## src/rtl/lalu_pkg.sv

```systemverilog
// rtl/lalu_pkg.sv - shared constants, state encoding and settle-count helper for the read scheduler
package lalu_pkg;

    localparam int NR_REQ    = 4;
    localparam int IDX_WIDTH = 2;
    localparam int CNT_WIDTH = 3;

    typedef enum logic [1:0] {
        ST_IDLE   = 2'd0,
        ST_SETTLE = 2'd1,
        ST_RESP   = 2'd2,
        ST_3      = 2'd3
    } state_t;

    // Counter reload value; a settle time of 0 is treated as 1, values above 7 saturate.
    function automatic logic [CNT_WIDTH-1:0] settle_load(input int cycles);
        if (cycles <= 1) begin
            return '0;
        end else if (cycles > 7) begin
            return 3'd6;
        end else begin
            return 3'(cycles - 1);
        end
    endfunction

endpackage

```

## src/rtl/rr_pick4.sv

```systemverilog
// rtl/rr_pick4.sv - combinational round-robin pick: rotate, priority-encode, un-rotate
module rr_pick4
    import lalu_pkg::*;
(
    input  logic [NR_REQ-1:0]    req,
    input  logic [IDX_WIDTH-1:0] ptr,
    output logic                 any,
    output logic [IDX_WIDTH-1:0] id
);

    logic [2*NR_REQ-1:0] dbl;
    logic [NR_REQ-1:0]   rot;
    logic [IDX_WIDTH-1:0] off;

    always_comb begin
        dbl = {req, req} >> ptr;
        rot = dbl[NR_REQ-1:0];
        off = '0;
        // Scan downward so the lowest set bit (nearest to ptr) wins.
        for (int i = NR_REQ - 1; i >= 0; i--) begin
            if (rot[i]) begin
                off = IDX_WIDTH'(i);
            end
        end
        any = |req;
        id  = off + ptr;
    end

endmodule

```

## src/rtl/src_read_sched.sv

```systemverilog
// rtl/src_read_sched.sv - round-robin scheduler sharing the 4:1 register source-select mux among four readers
module src_read_sched
    import lalu_pkg::*;
#(
    parameter int DATA_WIDTH    = 16,
    parameter int SETTLE_CYCLES = 1
) (
    input  logic [4:0]            logisimClockTree0,
    input  logic                  resetN,
    input  logic [3:0]            req,
    input  logic [7:0]            reqIdx,
    input  logic [3:0]            rdAck,
    output logic [1:0]            sel,
    input  logic [DATA_WIDTH-1:0] muxData,
    output logic [DATA_WIDTH-1:0] rdData,
    output logic [3:0]            rdValid,
    output logic [1:0]            grantId,
    output logic                  busy
);

    localparam logic [CNT_WIDTH-1:0] CNT_LOAD = settle_load(SETTLE_CYCLES);

    logic clk;
    logic unused_clk_bits;
    assign clk             = logisimClockTree0[4];
    assign unused_clk_bits = ^logisimClockTree0[3:0];

    state_t                 state, state_nxt;
    logic [1:0]             sel_nxt;
    logic [DATA_WIDTH-1:0]  rd_data_nxt;
    logic [3:0]             rd_valid_nxt;
    logic [1:0]             grant_nxt;
    logic [CNT_WIDTH-1:0]   cnt, cnt_nxt;
    logic [1:0]             rr_ptr, rr_ptr_nxt;

    logic                   pick_any;
    logic [1:0]             pick_id;
    logic [7:0]             idx_sh;
    logic                   ack_hit;

    rr_pick4 u_pick (
        .req (req),
        .ptr (rr_ptr),
        .any (pick_any),
        .id  (pick_id)
    );

    assign idx_sh  = reqIdx >> {pick_id, 1'b0};
    assign ack_hit = rdAck[grantId];
    assign busy    = (state != ST_IDLE);

    always_comb begin
        state_nxt    = state;
        sel_nxt      = sel;
        rd_data_nxt  = rdData;
        rd_valid_nxt = rdValid;
        grant_nxt    = grantId;
        cnt_nxt      = cnt;
        rr_ptr_nxt   = rr_ptr;
        case (state)
            ST_IDLE: begin
                if (pick_any) begin
                    grant_nxt = pick_id;
                    sel_nxt   = idx_sh[1:0];
                    cnt_nxt   = CNT_LOAD;
                    state_nxt = ST_SETTLE;
                end
            end
            ST_SETTLE: begin
                if (cnt != '0) begin
                    cnt_nxt = cnt - 3'd1;
                end else begin
                    rd_data_nxt  = muxData;
                    rd_valid_nxt = 4'b0001 << grantId;
                    state_nxt    = ST_RESP;
                end
            end
            ST_RESP: begin
                // Ack only returns to IDLE; arbitration waits for the next edge.
                if (ack_hit) begin
                    rd_valid_nxt = '0;
                    rr_ptr_nxt   = grantId + 2'd1;
                    state_nxt    = ST_IDLE;
                end
            end
            default: state_nxt = ST_IDLE;
        endcase
    end

    always_ff @(posedge clk) begin
        if (!resetN) begin
            state   <= ST_IDLE;
            sel     <= '0;
            rdData  <= '0;
            rdValid <= '0;
            grantId <= '0;
            cnt     <= '0;
            rr_ptr  <= '0;
        end else begin
            state   <= state_nxt;
            sel     <= sel_nxt;
            rdData  <= rd_data_nxt;
            rdValid <= rd_valid_nxt;
            grantId <= grant_nxt;
            cnt     <= cnt_nxt;
            rr_ptr  <= rr_ptr_nxt;
        end
    end

endmodule

```

## config.mk

```make
export PLATFORM = sky130hd
export DESIGN_NAME = src_read_sched
export DESIGN_NICKNAME = d
export VERILOG_FILES = /design/src/rtl/lalu_pkg.sv /design/src/rtl/rr_pick4.sv /design/src/rtl/src_read_sched.sv
export SDC_FILE = /design/constraint.sdc
export NUM_CORES = 1
export LEC_CHECK = 0
export CAP_MARGIN = 10
export CELL_PAD_IN_SITES_DETAIL_PLACEMENT = 1
export CELL_PAD_IN_SITES_GLOBAL_PLACEMENT = 1
export CORE_ASPECT_RATIO = 1.5
export CORE_UTILIZATION = 31
export CTS_BUF_LIST = sky130_fd_sc_hd__clkbuf_8
export CTS_CLUSTER_SIZE = 14
export DETAILED_ROUTE_END_ITERATION = 12
export GPL_ROUTABILITY_DRIVEN = 0
export PLACE_DENSITY = 0.88
export SLEW_MARGIN = 30
export SYNTH_ARGS = -nofsm -noshare
export SYNTH_HDL_FRONTEND = slang
export SYNTH_SLANG_ARGS = --single-unit
```

## constraint.sdc

```tcl
create_clock -name logisimClockTree0 -period 3 [get_ports logisimClockTree0]
set_clock_uncertainty 0.1 [all_clocks]
set_input_delay 0.6 -clock logisimClockTree0 [delete_from_list [all_inputs] [get_ports logisimClockTree0]]
set_output_delay 0.6 -clock logisimClockTree0 [all_outputs]
set_load 0.05 [all_outputs]
```

==> results of run 1 <==
[worst max-delay path, cell delays in order]
cell	delay, ns
clkdlybuf4s50_1	0.62
nor3_1	0.08
a311oi_1	0.25
o21ai_0	0.11
ha_1	0.44
mux2i_1	0.29
nand2_1	0.08
mux2i_1	0.17
o31ai_1	0.10
[kinds of logic (layout without fill, tap and decap cells)]
logic type	count (synthesis)	after routing	synth area share, %
adders and majority gates	7	7	5.66
xor gates and xnor gates	4	4	2.26
buffers and inverters	18	78	4.77
muxes	10	10	7.28
DFF	31	31	40.1
AOI/OAI and AO/OA	39	39	17.5
and+or+nand+nor	82	82	22.5
[worst min-delay path by stage]
stage	slack [ns]	start	endpoint
2_1_floorplan	0.34	cnt[1]	cnt[1]
3_3_place_gp	0.34	rdData[15]	rdData[15]
3_5_place_dp	0.35	rdData[2]	rdData[2]
4_1_cts	0.36	rdData[13]	rdData[13]
5_1_grt	0.38	rdData[2]	rdData[2]
6_report	0.36	rdData[13]	rdData[13]
[power groups by stage]
stage	Combinational (mW)	Sequential, mW	Clock (mW)
after floorplan	0.199	0.616	0
after global placement	0.485	0.497	0
after detailed placement	0.499	0.501	0
after CTS	0.502	0.492	0.320
after global routing	0.530	0.497	0.347
final	0.494	0.491	0.310
[cells in the final DEF, fill, tap and decap left out, types with 4 or more instances in the layout]
cell             synthesis  final
buf_4                    1      4
nand3_1                  4      4
a21oi_1                 24     24
nand2_1                 46     46
clkbuf_8                 0      5
clkdlybuf4s50_1          0     58
mux2i_1                  9      9
nor2_1                  18     18
ha_1                     7      7
inv_1                    7      9
a22oi_1                  4      4
dfxtp_1                 31     31
[through the flow]
step                worst slack (ns)  cells  power (mW)  cell area [µm²]
floorplan                      0.619    191       0.815             1550
finish                         0.330    317        1.29             2280
detailed placement            0.0298    309        1.00             2200
global route                   0.114    317        1.37             2280
global placement               0.160    309       0.983             2200
CTS                            0.328    317        1.31             2280
[registers in the layout, summed over array words and instances, names as in the netlist]
register,cells
rr_ptr,2
rdData,16
rdValid,4
cnt,3
state,2
sel,2
grantId,2
[metal layers]
metal	global-route usage (%)	vias up
met5	0	-
met3	2.92	8
li1	-	760
met1	17.1	719
met4	7.82	0
met2	34.0	47
[layout make-up]
class | instances | area [µm²] | area share [%]
Timing Repair Buffer | 62 | 611 | 26.8
Multi-Input combinational cell | 142 | 853 | 37.5
Clock inverter | 3 | 12.5 | 0.549
Inverter | 8 | 30.0 | 1.32
Tap cell | 66 | 82.6 | 3.62
Clock buffer | 5 | 68.8 | 3.02
Sequential cell | 31 | 621 | 27.2
==> qor.yml, run 1 <==
max_slew.worst_pin.slew_ns: 0.513
dp_hpwl_um: 3260
sequentialPowerShare_pct: 37.9
synth_common_cells: "nand2_1, dfxtp_1, a21oi_1, nor2_1, mux2i_1"
ys.warnings.count: 0
layout-drive-gt1-share_pct: 6.77
drt_first_iter_violations: 40
wl_met2_um: 2420
syn2layout_area_growth_pct: 47.2
grt_pass1_wl_um: 6820
min_path_type: "reg -> reg"
combPwrFrac_pct: 38.2
synth-edff-count: 0
rows: 31
clk_latency_ns: 0.28
clock-root-buffer: "clkbuf_8"
die_area_mm2: 0.00528
worstPathMaxFanout: 8
cp-start-kind: "input pin"
io_pins: 63
postRouteAntennaNets: 0
critPathRequiredTime_ns: 3.07
synth-seq-area-share_pct: 40.1
wl_met1_um: 1610
p_int_mw: 0.804
tns_ns: 0
pwr-share-clk_pct: 23.9
cellLeakagePower_nw: 0.901
vdd_drop_max_mv: 0.249
vias: 1534
layout.nets: 295
r2r-end: "sel[1]"
routedWlPerCell_um: 13.7
r2r_cells: 8
cts_buffer_depth: 2
drc: 0
synth_seq_cells: 31
critPathArrivalTime_ns: 2.74
grt_antenna_before_repair: 0
grt.overflow.total: 0
clock_sinks: 31
portBuffers: 58
start_util_pct: 32.2
rsz0062_at_grt: "no"
vias_per_cell: 4.84
setup_viol: 0
crit_path_end_kind: "register"
grt.total_usage_pct: 17.4
antennaDiodeCount: 0
slew_headroom_pct: 65.6
finalWirelength_um: 4330
maxCapViolations: 0
slew_viol_final: 0
syn-cell-area_mm2: 0.00155
num-fill-cells: 585
ys.flop_type: "dfxtp_1"
async_flop_share_pct: 0
grt_max_degree: 28
whs_ns: 0.357
syn_inst: 191
dr.pass1.iters: 3
clk_pin_slew_worst_paths_ns: 0.07
cts_tree: "done"
final_util_pct: 47.4
die_h_um: 88.5
syn_nets: 236
crit_end: "sel[1]"
fin_crit_ns: 2.67
p_per_area_mw_per_mm2: 568
synth_area_leaders: "dfxtp_1, nand2_1, a21oi_1"
htreeDepth: 2
synth_top_cell_by_area: "dfxtp_1"
yosysTopAreaCellShare_pct: 40.1
yosysMostFrequentCell: "nand2_1"
hold_path_depth: 2
dr_wl_met3_um: 203
synth_area_per_cell_um2: 8.10
first_global_vias: 1581
highest_layer: "met4"
period_share_pct: 89.0
setup.worst_path.class: "in -> reg"
status: "finished, final reports clean"
timing.reg2reg.setup_slack_ns: 0.69
fmax_mhz: 374
die_w_um: 59.7
critPathLaunch: "req[0]"
cts_setup_buffers: 0
switching_share_pct: 37.9
r2r-start: "rr_ptr[0]"
core_area_mm2: 0.00481
cts_made_buffers: 5
finalHoldViolCount: 0
synth_cell_types: 35
p_switching_mw: 0.491
ctsHoldBuffers: 0
ctsResizeCount: 0
Note: power is estimated with default switching activity, not from simulation.
==> run 2: changes to the inputs <==
Clock period 3 ns to 2.6 ns, I/O delays scaled along.
==> run 2 against run 1 <==
Clock power rose by 31%. Total power rose by 21%. Final cell count rose by 2.8%. Non-clock buffer count rose by 9. Sequential share of layout area fell by 1.2 points. Critical path depth did not move. Sequential power rose by 15%. Flip-flop and latch count did not move. Global-route usage rose by 0.42 points. Clock-buffer cell count rose by 2. Combinational power rose by 19%.
==> qor.yml, run 2 (synthesis results as in run 1) <==
switching_share_pct: 35.9  # -2.0 points
setup.worst_path.class: "in -> reg"
met1_usage_pct: 17.2  # +0.10 points
rsz0062_at_grt: "no"
critPathArrivalTime_ns: 2.56  # -0.18 ns
gr-usage-met3_pct: 2.92  # unchanged
ctsResizeCount: 0  # unchanged
start_util_pct: 32.2  # unchanged
crit_path_end_kind: "register"
portBuffers: 58  # unchanged
dr.pass1.iters: 3  # unchanged
io_pins: 63  # unchanged
clock-root-buffer: "clkbuf_8"
vias: 1574  # +2.6%
grt_use_met2_pct: 35.3  # +1.2 points
regMostFlops: "rdData"
cts_setup_buffers: 0  # unchanged
die_area_mm2: 0.00528  # unchanged
grt_antenna_before_repair: 0  # unchanged
setup_viol: 0  # unchanged
cts_made_buffers: 5  # unchanged
p_switching_mw: 0.561  # +14%
grt_max_degree: 28  # unchanged
p_per_area_mw_per_mm2: 654  # +15%
combPwrFrac_pct: 37.7  # -0.5 points
largestRegisters: "rdData x16, rdValid x4, cnt x3"
antennaDiodeCount: 0  # unchanged
die_h_um: 88.5  # unchanged
cts_buffer_depth: 2  # unchanged
htreeDepth: 2  # unchanged
rows: 31  # unchanged
slew_viol_final: 0  # unchanged
layout-drive-gt1-share_pct: 12.3  # +5.5 points
placed_cell_area_mm2: 0.00226  # +3.1%
stdcell_area_mm2: 0.00239  # +4.7%
status: "finished, final reports clean"
vias_per_cell: 4.83  # -0.23%
layout.nets: 304  # +3.1%
routedWlPerCell_um: 13.4  # -2.0%
clock_sinks: 31  # unchanged
min_path_type: "reg -> reg"
sequentialPowerShare_pct: 36.2  # -1.7 points
first_global_vias: 1665  # +5.3%
grt_pass1_wl_um: 7130  # +4.5%
cellLeakagePower_nw: 0.964  # +6.9%
p_int_mw: 1.00  # +25%
maxCapViolations: 0  # unchanged
postRouteAntennaNets: 0  # unchanged
syn2layout_area_growth_pct: 54.2
final_cell_mix: "clkdlybuf4s50_1, nand2_1, dfxtp_1"
drt_first_iter_violations: 50  # +25%
die_w_um: 59.7  # unchanged
tns_ns: 0  # unchanged
max_slew.worst_pin.slew_ns: 0.513  # +0.000603 ns
hold_path_depth: 2  # unchanged
grt_most_used_layer: "met2"
final_common_cell: "clkdlybuf4s50_1"
grt.overflow.total: 0  # unchanged
vdd_drop_max_mv: 0.354  # +42%
fmax_mhz: 405
drc: 0  # unchanged
fin_crit_ns: 2.47
finalWirelength_um: 4360  # +0.76%
period_share_pct: 95.0
finalHoldViolCount: 0  # unchanged
pre_cts_slack_ns: -0.218  # -0.248 ns
clk_latency_ns: 0.27  # about the same
clk_pin_slew_worst_paths_ns: 0.07  # about the same
r2r_cells: 8  # unchanged
ctsHoldBuffers: 0  # unchanged
core_area_mm2: 0.00481  # unchanged
timing.reg2reg.setup_slack_ns: 0.40  # -0.29 ns
largest_reg_flops: 16  # unchanged
cts_tree: "done"
dp_hpwl_um: 3390  # +3.9%
critPathRequiredTime_ns: 2.69  # -0.38 ns
num-fill-cells: 604  # +3.2%
final_cells: 326  # +2.8%
worstPathMaxFanout: 5  # -3
pwr-share-clk_pct: 26.1  # +2.2 points
setup_slack_ns: 0.131  # -0.199 ns
placed_cells: 318  # +2.9%
slew_headroom_pct: 65.7  # +0.098 points
cp-start-kind: "input pin"
grt.total_usage_pct: 17.8  # +0.42 points
==> run 2: worst paths after layout <==
path	end	startpoint
setup / recovery	sel[0]	req[2]
hold / removal	rdData[15]	rdData[15]
setup reg to reg	sel[0]	rr_ptr[0]
hold reg to reg	rdData[15]	rdData[15]
==> run 2: critical path, cell delays in order <==
cell	delay, ns
clkdlybuf4s50_1	0.46
or2_2	0.32
o211a_1	0.22
o21ai_1	0.14
ha_2	0.35
mux2i_2	0.18
nand2_1	0.07
mux2i_1	0.06
o31ai_1	0.23
==> run 2: per-layer routing <==
metal	vias to the layer above	wire length [µm]
met5	-	0
met4	0	101
met3	7	187
met2	46	2460
met1	744	1610
li1	777	-
==> run 2: layout make-up <==
| cell class | instances | area (µm²) | share of cell area (%) |
|---|---|---|---|
| Clock buffer | 7 | 96.3 | 4.04 |
| Clock inverter | 1 | 3.75 | 0.157 |
| Inverter | 8 | 30.0 | 1.26 |
| Multi-Input combinational cell | 142 | 870 | 36.4 |
| Sequential cell | 31 | 621 | 26.0 |
| Tap cell | 66 | 82.6 | 3.46 |
| Timing Repair Buffer | 71 | 683 | 28.6 |
==> run 2: through the flow <==
step / power, mW / util, % / hold WS, ns
after global routing: 1.66 / 49.6 / 0.382
after detailed placement: 1.16 / 47.1 / 0.349
after CTS: 1.58 / 49.2 / 0.358
after floorplan: 0.941 / - / 0.344
after global placement: 1.14 / 47.1 / 0.343
final: 1.56 / 49.6 / 0.355
==> run 2: power by group through the flow <==
stage | logic [mW] | registers [mW] | clock network [mW]
detailed placement | 0.584 | 0.576 | 0
floorplan | 0.230 | 0.711 | 0
CTS | 0.588 | 0.566 | 0.427
finish | 0.589 | 0.565 | 0.407
global route | 0.634 | 0.573 | 0.456
global placement | 0.569 | 0.574 | 0
